<file path="config.mk">
export PLATFORM = sky130hd
export DESIGN_NAME = fifo_wr_arbiter
export DESIGN_NICKNAME = d
export VERILOG_FILES = /design/src/rtl/fifo_arb_pkg.sv /design/src/rtl/fifo_wr_arbiter_rr_pick.sv /design/src/rtl/fifo_wr_arbiter.sv
export SDC_FILE = /design/constraint.sdc
export NUM_CORES = 1
export LEC_CHECK = 0
export BUFFER_PORTS_ARGS = -buffer_cell sky130_fd_sc_hd__buf_2
export CORE_MARGIN = 2
export CORE_UTILIZATION = 52
export CTS_CLUSTER_DIAMETER = 60
export DETAILED_ROUTE_END_ITERATION = 8
export GPL_TIMING_DRIVEN = 0
export PLACE_DENSITY = 0.83
export SETUP_SLACK_MARGIN = 0.15
export SYNTH_ARGS = -nofsm -noshare
export SYNTH_HDL_FRONTEND = slang
export SYNTH_SLANG_ARGS = --single-unit
</file>
<file path="constraint.sdc">
create_clock -name clk -period 3.3 [get_ports clk]
set_input_delay 0.66 -clock clk [delete_from_list [all_inputs] [get_ports clk]]
set_output_delay 0.66 -clock clk [all_outputs]
set_load 0.01 [all_outputs]
</file>
<file path="src/rtl/fifo_arb_pkg.sv">
// Shared types and helpers for the FIFO write-port arbiter.
package fifo_arb_pkg;

    typedef enum logic [1:0] {IDLE, BURST, HOLD} arb_state_t;

    localparam int DEFAULT_DATA_W = 8;

    function automatic int unsigned next_idx(input int unsigned idx, input int unsigned n);
        return (idx + 1 >= n) ? 0 : idx + 1;
    endfunction

endpackage

</file>
<file path="src/rtl/fifo_wr_arbiter_rr_pick.sv">
// Rotating-priority picker: first asserted request at or after start, wrapping.
module rr_pick
    import fifo_arb_pkg::*;
#(
    parameter int N_REQ = 4,
    parameter int IDX_W = $clog2(N_REQ)
) (
    input  logic [N_REQ-1:0] req,
    input  logic [IDX_W-1:0] start,
    output logic             found,
    output logic [IDX_W-1:0] idx
);

    int cand;

    always_comb begin
        found = 1'b0;
        idx   = start;
        cand  = 0;
        for (int i = 0; i < N_REQ; i++) begin
            cand = int'(start) + i;
            if (cand >= N_REQ) begin
                cand = cand - N_REQ;
            end
            if (!found && req[cand[IDX_W-1:0]]) begin
                found = 1'b1;
                idx   = cand[IDX_W-1:0];
            end
        end
    end

endmodule

</file>
<file path="src/rtl/fifo_wr_arbiter.sv">
// Round-robin arbiter sharing one FIFO write port between N_REQ producers,
// with bounded bursts and full/almost-full throttling.
//   state | meaning
//   IDLE  | no owner; pick from rr_ptr when anything is valid
//   BURST | owner streams words until MAX_BURST or it drops valid
//   HOLD  | owner latched, waiting for FIFO space; no accepts
module fifo_wr_arbiter
    import fifo_arb_pkg::*;
#(
    parameter int DATA_W    = DEFAULT_DATA_W,
    parameter int N_REQ     = 4,
    parameter int MAX_BURST = 4
) (
    input  logic                      clk,
    input  logic                      rst,
    input  logic [N_REQ-1:0]          req_valid,
    input  logic [N_REQ*DATA_W-1:0]   req_data,
    output logic [N_REQ-1:0]          req_ready,
    input  logic                      fifo_full,
    input  logic                      fifo_alm_full,
    output logic                      fifo_wren,
    output logic [DATA_W-1:0]         fifo_wrdata,
    output logic [$clog2(N_REQ)-1:0]  grant_id
);

    localparam int IDX_W = $clog2(N_REQ);
    localparam int CNT_W = $clog2(MAX_BURST + 1);

    arb_state_t       state, state_nxt;
    logic [IDX_W-1:0] owner, owner_nxt;
    logic [IDX_W-1:0] rr_ptr, rr_ptr_nxt;
    logic [CNT_W-1:0] burst_cnt, cnt_nxt;

    logic             space;
    logic             owner_valid;
    logic [IDX_W-1:0] owner_inc;
    logic [IDX_W-1:0] pick_start;
    logic             pick_found;
    logic [IDX_W-1:0] pick_idx;
    logic             take_pick;
    logic             accept;
    logic [IDX_W-1:0] acc_idx;
    logic [DATA_W-1:0] sel_data;
    logic [N_REQ-1:0] ready_vec;

    // Second term covers the write already on its way into the FIFO this cycle.
    assign space       = !fifo_full && !(fifo_alm_full && fifo_wren);
    assign owner_valid = req_valid[owner];
    assign owner_inc   = IDX_W'(next_idx(int'(owner), N_REQ));
    assign pick_start  = (state == IDLE) ? rr_ptr : owner_inc;

    rr_pick #(
        .N_REQ (N_REQ),
        .IDX_W (IDX_W)
    ) u_pick (
        .req   (req_valid),
        .start (pick_start),
        .found (pick_found),
        .idx   (pick_idx)
    );

    always_comb begin
        state_nxt  = state;
        owner_nxt  = owner;
        rr_ptr_nxt = rr_ptr;
        cnt_nxt    = burst_cnt;
        accept     = 1'b0;
        acc_idx    = owner;
        take_pick  = 1'b0;

        case (state)
            IDLE: begin
                take_pick = 1'b1;
            end
            BURST: begin
                if (owner_valid && space && burst_cnt < CNT_W'(MAX_BURST)) begin
                    accept  = 1'b1;
                    cnt_nxt = burst_cnt + CNT_W'(1);
                end else if (!space && owner_valid) begin
                    state_nxt = HOLD;
                end else begin
                    rr_ptr_nxt = owner_inc;
                    take_pick  = 1'b1;
                end
            end
            HOLD: begin
                if (!owner_valid) begin
                    rr_ptr_nxt = owner_inc;
                    take_pick  = 1'b1;
                end else if (space) begin
                    state_nxt = BURST;
                end
            end
            default: begin
                state_nxt = IDLE;
            end
        endcase

        // A fresh pick without space parks in HOLD with an empty burst count.
        if (take_pick) begin
            if (pick_found) begin
                owner_nxt = pick_idx;
                if (space) begin
                    accept    = 1'b1;
                    acc_idx   = pick_idx;
                    cnt_nxt   = CNT_W'(1);
                    state_nxt = BURST;
                end else begin
                    cnt_nxt   = '0;
                    state_nxt = HOLD;
                end
            end else begin
                state_nxt = IDLE;
            end
        end
    end

    always_comb begin
        ready_vec = '0;
        sel_data  = '0;
        for (int k = 0; k < N_REQ; k++) begin
            if (acc_idx == IDX_W'(k)) begin
                ready_vec[k] = accept;
                sel_data     = req_data[k*DATA_W +: DATA_W];
            end
        end
    end

    assign req_ready = rst ? '0 : ready_vec;

    always_ff @(posedge clk or posedge rst) begin
        if (rst) begin
            state       <= IDLE;
            owner       <= '0;
            rr_ptr      <= '0;
            burst_cnt   <= '0;
            fifo_wren   <= 1'b0;
            fifo_wrdata <= '0;
            grant_id    <= '0;
        end else begin
            state     <= state_nxt;
            owner     <= owner_nxt;
            rr_ptr    <= rr_ptr_nxt;
            burst_cnt <= cnt_nxt;
            fifo_wren <= accept;
            if (accept) begin
                fifo_wrdata <= sel_data;
                grant_id    <= acc_idx;
            end
        end
    end

endmodule

</file>
* Yosys cells after proc, flatten, opt, wreduce, memory -nomap -nowiden
Index checks and enable logic that the tools add are counted.
Cells by class: add/sub/neg operators 9, reductions and logical operators 20, muxes and demuxes 62, $lt $le $gt $ge 11, equal/unequal tests 13
Operators with widths (number):
- two-way mux 2 bit | 23
- two-way mux 8 bit | 4
- two-way mux 1 bit | 22
- less-than comparator 2 x 3 -> 1 bit (second input constant) | 5
- >= comparator 3 bit (second input constant) | 4
- two-way mux 3 bit | 4
- inequality test 3 bit (second input constant) | 4
- binary-select mux 1 bit (select 2 bit) | 5
- logical AND 1 bit | 8
- inequality test 2 bit (second input constant) | 4
- subtractor 2 x 1 -> 2 bit (second input constant) | 4
- adder 2 x 1 -> 3 bit (second input constant) | 2
- adder 2 x 2 -> 3 bit (second input constant) | 2
- == test 2 bit (second input constant) | 3
- logical NOT 1 bit | 6
- one-hot mux 2 bit (3 select lines) | 1
- AND reduction 5 bit | 1
- == test 2 x 1 -> 1 bit (second input constant) | 2
- logical NOT 2 bit | 2
- two-way mux 4 bit | 1
- one-hot mux 2 bit (2 select lines) | 1
- AND reduction 4 bit | 1
- adder 3 x 1 -> 3 bit (second input constant) | 1
- >= comparator 2 x 3 -> 1 bit (second input constant) | 1
- 4 further kinds | 4
Storage, ports and cells: input bits 40, output and inout port bits 15, word-level logic and storage cells 122, flip-flop bits (word level) 20

* Longest topological paths before layout
Gate-level depths: netlist of run 1.
depth in word-level cells 26, gate-level depth with buffers 9, mapped depth without buffers 7

* Cells and area by module
A second synthesis of run 1 with hierarchy kept.
Unflattened totals: cells, all modules 151, area, all modules 1396.3 um2
By module, submodules not included:
- fifo_wr_arbiter | cells an instance 135, instances 1, seq. area each 500.5 um2, area an instance 1300.0 um2
- rr_pick | cells an instance 16, instances 1, seq. area each 0.0 um2, area an instance 96.3 um2

* Worst setup path after synthesis of run 1
OpenSTA, ideal clock, no wires.
path type in2out, start point input req_valid[3], end point output req_ready[1], arrival time 2534 ps, path buffers 1, cell stages on the path 6, required time 2640 ps, setup slack 106 ps, cells stage by stage buf_6 -> mux4_2 -> o21ai_2 -> nand3_2 -> or4_4 -> a2111oi_2
On the way: longest elaborated chain between the ends 18, elaborated cells between the ends (all ways) 42, classes of those cells eq/ne (1); mux (32); reduce/logical (9)
RTL lines:
- from (decl) | line fifo_wr_arbiter.sv:16 | input logic [N_REQ-1:0] req_valid,
- binary-select mux 1 bit (select 2 bit) | line fifo_wr_arbiter_rr_pick.sv:25 | if (!found && req[cand[IDX_W-1:0]]) begin
- two-way mux 1 bit (implied by the code) | line fifo_wr_arbiter_rr_pick.sv:25
- two-way mux 1 bit | line fifo_wr_arbiter_rr_pick.sv:25
- logical NOT 1 bit | line fifo_wr_arbiter_rr_pick.sv:25
- logical AND 1 bit | line fifo_wr_arbiter_rr_pick.sv:25
- two-way mux 1 bit | line fifo_wr_arbiter_rr_pick.sv:25
- logical NOT 1 bit | line fifo_wr_arbiter_rr_pick.sv:25
- logical AND 1 bit | line fifo_wr_arbiter_rr_pick.sv:25
- (+2 left out)
- logical AND 1 bit | line fifo_wr_arbiter_rr_pick.sv:25
- two-way mux 2 bit | line fifo_wr_arbiter_rr_pick.sv:25
- two-way mux 2 bit | line fifo_wr_arbiter.sv:103 | if (space) begin
- two-way mux 2 bit | line fifo_wr_arbiter.sv:101 | if (pick_found) begin
- two-way mux 2 bit | line fifo_wr_arbiter.sv:100 | if (take_pick) begin
- == test 2 x 1 -> 1 bit | line fifo_wr_arbiter.sv:122 | if (acc_idx == IDX_W'(k)) begin
- two-way mux 1 bit (*) | line fifo_wr_arbiter.sv:122
- two-way mux 4 bit (*) | line fifo_wr_arbiter.sv:129 | assign req_ready = rst ? '0 : ready_vec;
- to (decl) | line fifo_wr_arbiter.sv:18 | output logic [N_REQ-1:0] req_ready,
Mark *: on every way between the ends. The rest lies on a longest branch, timed or not. The select of a mux whose other input is x is not followed.

* Final worst setup path of run 1
start point register owner[0], end point output req_ready[1]
On the way: longest elaborated chain between the ends 24, elaborated cells between the ends (all ways) 61, classes of those cells add/sub (8); order compare (5); eq/ne (1); mux (38); reduce/logical (9)
RTL lines:
- from (decl) | line fifo_wr_arbiter.sv:30 | logic [IDX_W-1:0] owner, owner_nxt;
- from (signal assigned) | line fifo_wr_arbiter.sv:142 | owner <= owner_nxt;
- parallel branches: the longest is 22 deep, another holds adder 2 x 1 -> 3 bit
- two-way mux 1 bit (*) | line fifo_wr_arbiter.sv:122
- two-way mux 4 bit (*) | line fifo_wr_arbiter.sv:129
Mark *: on every way between the ends. The select of a mux whose other input is x is not followed.

==> results.md, run 1 <==
- Detailed Routing Iterations Pass 1: 4
- Total CTS buffers: 3
- Asr flop ratio synth: 1.00
- Cell Area, Synth: 1900 µm²
- Routability cong.: 0.849
- CTS tree: yes
- Syn nets: 248
- YS warnings: 0
- Drt wl/cell: 17.1 µm
- Port Buf Inserts: 53
- Crit-path cells: ha_2, or2_4, o211a_4, buf_4, o21ba_4, or4_4, a2111oi_4, buf_2
- Core area: 3420 µm²
- Die Wd: 64.4 µm
- Outcome: finished, violations left
- Avg Cell Area, Syn: 9.21 µm²
- Row count: 21
- Largest net degree at the start of global routing: 21
- Peak VDD IR: 500 µV
- Overflow after GRT: 0
- Post-synth top area share: 0.264
- Clk Tree Root Cell: clkbuf_4
- Tcrit/Tclk final: 1.03
- Critical Path RT: 2.64 ns
- Hold Path Origin: rr_ptr[0]$_DFFE_PP0P_
- Arrival time worst endpoint: 2.75 ns
- Clock-pin transition on the worst setup and hold timing paths: 0.11 ns
- Die Y-Extent: 64.4 µm
- First-pass GRT wire length: 8960 µm
- Setup TNS Final: -0.288 ns
- Register area: 503 µm²
- Total track usage: 0.271
- Worst setup EP type: output pin
- Main synth FF type: dfrtp_1
- Iter 0 DRT Violations: 117
- F_max: 0.293 GHz
- Pins Over Slew Limit: 0
- Residual DRC: 0
- Slew @ Worst Pin: 0.782 ns
- Max-Cap Viols: 0
- Clock sink count: 20
- CP max FO: 4
- Htree depth: 1
- Setup ws final: -0.109 ns
- Fin. Hold Viols: 0
- Worst hold path depth: 2
- Pre-CTS setup slack: -0.102 ns
- Register area share after synthesis: 0.264
- Final net count: 322
- Antenna violations before repair: 0
- Reg2reg path depth: 11
- RSZ-0062 raised after global routing: true
- Critical path's slowest cell: or4_4
- Crit path launch type: flop
- Reg-to-Reg End: fifo_wrdata[5]$_DFFE_PP0N_
- Post-synth EDFFs: 0
- WS Path Type: flop to output pin
- Yosys top cell by area: dfrtp_1
- Vias in the first global route: 1,904
- Cells after synthesis: 206
- Failing checks: negative setup slack
- Power per Cell Area: 789 nW/µm²
- Worst min path class: flop to flop
- Post-route insts no fill: 324
- Multi-input gate area: 1430 µm²
- Static Leakage: 1.14 nW
- Crit-path max cell delay: 0.47 ns
- Final wirelength: 5540 µm
- Worst path bufs/invs: 2
- R2R setup slack: 0.53 ns
- FF-to-FF Start: owner[0]$_DFFE_PP0P_
- Post-DP HPWL: 3650 µm
- Placed cell count: 305
- Clk Latency, worst-skew pair: 0.31 ns
- Endpoint, Worst Hold: rr_ptr[0]$_DFFE_PP0P_
- Area contributors post-synth: dfrtp_1 (26%), mux2i_1 (9.0%), a21oi_1 (7.9%)
- Worst hold margin: 0.494 ns
- Area grow syn2layout: 32.7%
- Die area: 4150 µm²
- Clk_skew: 0.00306 ns
- Post-route minimum period: 3.41 ns
- N_diodes: 0
- Fraction of layout cells with a size suffix above 1: 0.435
- Fillcell total: 272
- Via count: 1,987
- Pwr Total: 1.99 mW
- Post-route ant nets: 0
- Yosys reg bits: 20
- Vias/cell: 6.13
- Yosys cell types: 49
- Worst rel slew slack: 0.478
- # IOs: 55
- CTS max path bufs: 2
- CP delay by family, top: compound AO/OA/AOI/OAI gates
- Final setup vio count: 3
- Initial core utilization: 0.556
worst max path at each step:
stage	end	startpoint	cells past startpoint	slack, ns
finish	req_ready[1]	owner[0]$_DFFE_PP0P_	8	-0.11
CTS	req_ready[1]	owner[1]$_DFFE_PP0P_	7	-0.11
detailed placement	req_ready[1]	req_valid[1]	7	-0.10
global placement	req_ready[3]	req_valid[2]	7	-0.08
floorplan	req_ready[1]	req_valid[3]	6	0.11
global route	req_ready[3]	owner[0]$_DFFE_PP0P_	7	-0.19
layer usage:
| layer | vias up | share of wire | GRT usage |
|---|---|---|---|
| li1 | 939 | - | - |
| met1 | 969 | 0.43 | 0.365 |
| met2 | 74 | 0.51 | 0.467 |
| met3 | 5 | 0.053 | 0.0260 |
| met4 | 0 | 0.0088 | 0.0691 |
| met5 | - | 0 | 0 |
per-stage QoR:
step	area (µm²)	util
final	2520	0.737
after global routing	2520	0.737
after CTS	2490	0.730
after detailed placement	2220	0.650
after global placement	2220	0.650
after floorplan	1900	-
where the power goes:
group	total [mW]	switching (mW)	leakage, nW	internal (mW)
Clock	0.119	0.0758	0.0138	0.0427
Combinational	1.45	0.775	0.883	0.680
Sequential	0.414	0.0689	0.244	0.345
Total	1.99	0.919	1.14	1.07
cell usage after synthesis, types with 4 or more instances:
| cell type | number |
|---|---|
| o21a_1 | 4 |
| a21oi_1 | 30 |
| a221oi_2 | 8 |
| mux2i_1 | 17 |
| dfrtp_1 | 20 |
| nand2b_1 | 10 |
| and3b_1 | 9 |
| o21ai_0 | 4 |
| buf_2 | 4 |
| nand2_1 | 13 |
| inv_1 | 5 |
| nor2_1 | 9 |
| a21o_1 | 4 |
| o211ai_1 | 8 |
| clkbuf_1 | 4 |
| nand4_1 | 8 |
logic make-up after synthesis:
group,share of synthesized area
compound gates,0.309
xor+xnor,0.00462
fa+ha+maj,0.0132
buf+inv,0.0501
flops,0.264
mux,0.131
simple gates,0.229
layout by cell type (no fill, tap or decap), types with 2 or more instances in the layout:
cell	instances
a2111oi_4	4
a21o_1	3
a21oi_1	28
a21oi_4	2
a221oi_2	8
and3b_1	9
and4_1	2
buf_2	56
buf_4	16
buf_6	5
clkbuf_4	4
dfrtp_1	18
dfrtp_2	2
inv_1	5
mux2_1	2
mux2_2	3
mux2i_1	17
nand2_1	13
nand2b_1	10
nand4_1	8
nor2_1	8
nor2b_1	2
o211ai_1	8
o21a_1	3
o21ai_0	3
o21ai_1	3
o21ai_4	2
or3b_1	2
worst reg2reg max path, stage by stage (launching register included):
cell      delay [ns]
dfrtp_2         0.45
ha_2            0.19
or2_4           0.25
o211a_4         0.26
buf_4           0.13
o21ba_4         0.20
buf_4           0.13
buf_4           0.14
or3b_1          0.37
o21a_1          0.19
buf_6           0.15
a221oi_2        0.23
state kept, by name, indices dropped and copies added, names as in the netlist:
register	flops
owner	2
fifo_wrdata	8
state	2
rr_ptr	2
fifo_wren	1
grant_id	2
burst_cnt	3
layout make-up:
class | instances | share of cell area
Clock buffer | 3 | 0.00894
Multi-Input combinational cell | 168 | 0.566
Buffer | 13 | 0.0387
Inverter | 5 | 0.00745
Tap cell | 46 | 0.0229
Sequential cell | 20 | 0.200
Timing Repair Buffer | 69 | 0.156
what timing repair did:
item / in CTS / in global routing
buffers inserted: 15 / 1
hold buffers: 0 / 0
pin swaps: 11 / 6
setup endpoints to repair: 4 / 4
resized for setup: 28 / 8
(Power assumes the default switching activity.)
==> run 2, diff against run 1 <==
Settings changed: REMOVE_ABC_BUFFERS from default to 1.
==> results.md, run 2 (synthesis gave the netlist of run 1 again) <==
- Total CTS buffers: 3
- Crit-path max cell delay: 0.60 ns
- CP delay by family, top: simple AND/OR/NAND/NOR gates
- Post-route minimum period: 3.47 ns
- CTS tree: yes
- Pins Over Slew Limit: 0
- Routability cong.: 0.846
- Antenna violations before repair: 0
- Internal power: 1.19 mW
- Die area: 4150 µm²
- Worst min path class: flop to flop
- Gate power share: 0.706
- Most flop-heavy register: fifo_wrdata
- # IOs: 55
- Critical path's slowest cell: or4_4
- Failing checks: negative setup slack
- Outcome: finished, violations left
- CTS max path bufs: 2
- Hold Path Origin: grant_id[1]$_DFFE_PP0N_
- Fraction of layout cells with a size suffix above 1: 0.459
- Final net count: 322
- Crit-path cells: ha_4, or2_4, o21a_1, o21ai_2, a21oi_4, or4_4, a2111oi_4, buf_2
- Crit path launch type: flop
- Worst setup EP type: output pin
- Row count: 21
- Worst path bufs/invs: 1
- Total track usage: 0.293
- Peak VDD IR: 474 µV
- Arrival time worst endpoint: 2.81 ns
- Largest net degree at the start of global routing: 25
- Die Wd: 64.4 µm
- Critical Path RT: 2.64 ns
- Flop pwr share: 0.200
- RSZ-0062 raised after global routing: true
- Via count: 2,063
- Area grow syn2layout: 36.3%
- Clk Latency, worst-skew pair: 0.31 ns
- CP max FO: 4
- Worst rel slew slack: 0.453
- Residual DRC: 0
- Vias in the first global route: 1,924
- Clk pwr share: 0.095
- Fillcell total: 252
- Iter 0 DRT Violations: 178
- N_diodes: 0
- Largest registers: fifo_wrdata x8, burst_cnt x3
- Final Instance Area: 2590 µm²
- Final setup vio count: 4
- Initial core utilization: 0.556
- Port Buf Inserts: 54
- Overflow after GRT: 0
- Die Y-Extent: 64.4 µm
- First-pass GRT wire length: 9390 µm
- Max reg flops: 8
- F_max: 0.288 GHz
- Vias/cell: 6.35
- Clock sink count: 20
- Most frequent cells in the layout: buf_2 (54), a21oi_1 (28), buf_4 (25)
- Clk_skew: 0.0139 ns
- Htree depth: 1
- Max-Cap Viols: 0
- Drt wl/cell: 19.4 µm
- CTS Hold Bufs: 0
- Post-route ant nets: 0
- Sw Ratio: 0.455
- Post-DP HPWL: 3520 µm
- FF-to-FF Start: owner[1]$_DFFE_PP0P_
- WS Path Type: flop to output pin
- Slew @ Worst Pin: 0.820 ns
- Crit path from: owner[1]$_DFFE_PP0P_
- Core area: 3420 µm²
- Clk Tree Root Cell: clkbuf_4
- Static Leakage: 1.16 nW
- Final wirelength: 6310 µm
- Power per Cell Area: 844 nW/µm²
- Area after DPL: 2150 µm²
- Clock-pin transition on the worst setup and hold timing paths: 0.13 ns
- Setup ws final: -0.172 ns
- Detailed Routing Iterations Pass 1: 4
- Worst hold margin: 0.501 ns
- Sw Pwr: 0.995 mW
- Fin. Hold Viols: 0
- Commonest non-fill, non-tap cell in the layout: buf_2
- Tcrit/Tclk final: 1.05
-- run 2: worst register-to-register path, stage by stage, from the launching register on --
cell	delay, ns
dfrtp_4	0.53
buf_4	0.18
mux2_1	0.36
a22oi_2	0.27
buf_4	0.17
and3_1	0.66
o211ai_1	0.20
and3b_1	0.28
a221oi_2	0.22
-- run 2: cell type report --
class	instances	area [µm²]	area share
clock buffer	3	22.5	0.00870
clock inverter	1	30.0	0.0116
inverter	5	18.8	0.00725
multi-input combinational	169	1470	0.568
sequential	20	508	0.196
tap	46	57.6	0.0222
timing repair buffer	81	480	0.186
-- run 2: through the flow --
| step | TNS [ns] | setup WS [ns] | util | instances | power (mW) |
|---|---|---|---|---|---|
| 4_1_cts | -0.208 | -0.132 | 0.728 | 317 | 2.00 |
| 3_3_place_gp | -2.80 | -0.664 | 0.629 | 293 | 1.49 |
| 2_1_floorplan | -0.410 | -0.183 | - | 193 | 1.25 |
| 6_report | -0.375 | -0.172 | 0.758 | 325 | 2.18 |
| 3_5_place_dp | -3.40 | -0.693 | 0.629 | 293 | 1.53 |
| 5_1_grt | -0.634 | -0.265 | 0.758 | 325 | 2.31 |
-- run 2: layer usage --
layer	track usage	wire (µm)
met2	0.517	3190
met1	0.376	2460
met4	0.0824	128
met5	0	0
met3	0.0365	538
-- run 2: timing repair --
| action | 4_1_cts | 5_1_grt |
|---|---|---|
| resized for setup | 27 | 6 |
| pin swaps | 11 | 8 |
| cloned | 1 | 0 |
| endpoints found under the setup margin | 15 | 4 |
| setup buffers | 19 | 8 |
-- run 2: worst paths after layout --
path | end | slack [ns] | depth (start not counted)
min in group asynchronous | fifo_wrdata[3]$_DFFE_PP0N_ | 0.55 | 2
max in group asynchronous | owner[1]$_DFFE_PP0P_ | 2.14 | 2
setup reg to reg | fifo_wrdata[1]$_DFFE_PP0N_ | 0.34 | 8
hold reg to reg | grant_id[1]$_DFFE_PP0N_ | 0.50 | 2
setup / recovery | req_ready[3] | -0.17 | 8
hold / removal | grant_id[1]$_DFFE_PP0N_ | 0.50 | 2
-- run 2: power by group through the flow --
stage	logic, mW	clock network [mW]	registers, mW
after floorplan	0.771	0	0.479
after detailed placement	1.05	0	0.479
final	1.54	0.206	0.436
after global placement	1.02	0	0.469
after global routing	1.64	0.217	0.448
after CTS	1.37	0.205	0.430
==> run 3, diff against run 2 <==
Settings changed: CORE_UTILIZATION 52 to 56, CTS_BUF_LIST from default to sky130_fd_sc_hd__clkbuf_16, PLACE_DENSITY 0.83 to default, PLACE_DENSITY_LB_ADDON from default to 0.05.
Clock period 3.3 ns to 4.2 ns, I/O delays scaled along.
==> results.md, run 3 (synthesis gave the netlist of run 1 again) <==
- Pins Over Slew Limit: 0
- Fin. Hold Viols: 0
- Placed cell count: 293
- CTS tree: yes
- Worst hold margin: 0.470 ns
- Final net count: 296
- RSZ-0062 raised after global routing: false
- Total track usage: 0.243
- Power per Cell Area: 650 nW/µm²
- Vias/cell: 6.02
- Worst min path class: flop to flop
- Crit path launch type: input port
- Die Wd: 62.2 µm
- Area after DPL: 2150 µm²
- Max reg flops: 8
- Vias in the first global route: 1,751
- Crit-path max cell delay: 0.54 ns
- Crit path from: req_valid[3]
- Post-route insts no fill: 299
- Clk Latency, worst-skew pair: 0.25 ns
- CTS max path bufs: 2
- Crit-path cells: buf_2, mux4_2, o21ai_2, nand3_2, or4_4, a2111oi_2, buf_2
- Static Leakage: 1.04 nW
- WS Path Type: input port to output pin
- CP max FO: 8
- Initial core utilization: 0.578
- Overflow after GRT: 0
- Commonest non-fill, non-tap cell in the layout: buf_2
- Clk_skew: 0.000730 ns
- Clk Tree Root Cell: clkbuf_16
- Via count: 1,800
- Core area: 3280 µm²
- Clock-pin transition on the worst setup and hold timing paths: 0.06 ns
- Row count: 21
- F_max: 0.259 GHz
- CP delay by family, top: simple AND/OR/NAND/NOR gates
- Htree depth: 1
- Die Y-Extent: 62.2 µm
- Post-DP HPWL: 3240 µm
- Pwr Total: 1.48 mW
- Drt wl/cell: 15.4 µm
- Worst setup EP type: output pin
- Total CTS buffers: 3
- Final Instance Area: 2280 µm²
- Worst path bufs/invs: 2
- Largest net degree at the start of global routing: 32
- Most flop-heavy register: fifo_wrdata
- Clock sink count: 20
- Arrival time worst endpoint: 3.02 ns
- # IOs: 55
- Residual DRC: 0
- Most frequent cells in the layout: buf_2 (54), a21oi_1 (30), dfrtp_1 (19)
- Final wirelength: 4590 µm
- First-pass GRT wire length: 7810 µm
- CTS Hold Bufs: 0
- Post-route ant nets: 0
- Fraction of layout cells with a size suffix above 1: 0.344
- Final setup vio count: 0
- Antenna violations before repair: 0
- Max-Cap Viols: 0
- Hold Path Origin: rr_ptr[0]$_DFFE_PP0P_
- Post-route minimum period: 3.86 ns
- Tcrit/Tclk final: 0.918
- Peak VDD IR: 349 µV
- Iter 0 DRT Violations: 113
- Critical path's slowest cell: mux4_2
- Critical Path RT: 3.36 ns
- Worst rel slew slack: 0.482
- Routability cong.: 0.739
- Outcome: finished, final reports clean
- Port Buf Inserts: 54
- Slew @ Worst Pin: 0.776 ns
- Area grow syn2layout: 20.2%
- N_diodes: 0
- Crit path top cell by count: buf_2
- Setup TNS Final: 0 ns
- Largest registers: fifo_wrdata x8, burst_cnt x3
- Fillcell total: 278
- Detailed Routing Iterations Pass 1: 4
- Die area: 3870 µm²
- FF-to-FF Start: owner[0]$_DFFE_PP0P_
## run 3: cell types whose count changed in the layout (fill, tap and decap cells not counted), moves of 2 or more
cell,delta
dfrtp_1,+3
clkbuf_4,-3
a21oi_1,+2
a21oi_4,-3
clkbuf_16,+3
dfrtp_2,-3
a2111oi_4,-3
buf_6,-2
o21ai_4,-3
a2111oi_2,+3
buf_4,-25
## run 3: worst paths after layout
path / endpoint / depth (start not counted) / slack [ns]
worst max-delay path: req_ready[3] / 7 / 0.34
worst min-delay path: rr_ptr[0]$_DFFE_PP0P_ / 2 / 0.47
worst max register to register: fifo_wrdata[0]$_DFFE_PP0N_ / 6 / 1.43
worst min register to register: rr_ptr[0]$_DFFE_PP0P_ / 2 / 0.47
max in group asynchronous: owner[1]$_DFFE_PP0P_ / 2 / 2.87
min in group asynchronous: grant_id[0]$_DFFE_PP0N_ / 2 / 0.77
## run 3: what timing repair did
action	4_1_cts	5_1_grt
cloned	0	1
resized for setup	2	1
setup buffers	0	1
endpoints found under the setup margin	4	4
endpoints found under the hold margin	0	0
## run 3: where the power goes
group,switching [mW],total [mW],internal [mW]
Clock,0.0728,0.262,0.189
Sequential,0.0823,0.357,0.275
Combinational,0.480,0.865,0.385
Total,0.635,1.48,0.849
## run 3: final cells by class
cell class / instances / area (µm²) / share of cell area
clock inverters: 1 / 30.0 / 0.0132
multi-input cells: 169 / 1310 / 0.575
repair buffers: 55 / 285 / 0.125
flip-flops and latches: 20 / 504 / 0.221
inverters: 5 / 18.8 / 0.00822
well taps: 46 / 57.6 / 0.0252
clock buffers: 3 / 75.1 / 0.0329
## run 3: tightest hold or removal path, cell delays in order, from the launching register on
cell     delay, ns
dfrtp_1       0.33
nand2_1       0.04
o21ai_0       0.06
## run 3: through the flow
stage	worst slack, ns	util
floorplan	0.537	-
global placement	0.0267	0.654
detailed placement	0.0200	0.654
CTS	0.232	0.688
global route	0.200	0.695
finish	0.344	0.695
## run 3: routing by layer
| layer | up-vias | track usage | wire length (µm) |
|---|---|---|---|
| li1 | 887 | - | - |
| met1 | 867 | 0.315 | 2070 |
| met2 | 40 | 0.424 | 2310 |
| met3 | 6 | 0.0399 | 149 |
| met4 | 0 | 0.0583 | 65 |
| met5 | - | 0 | 0 |
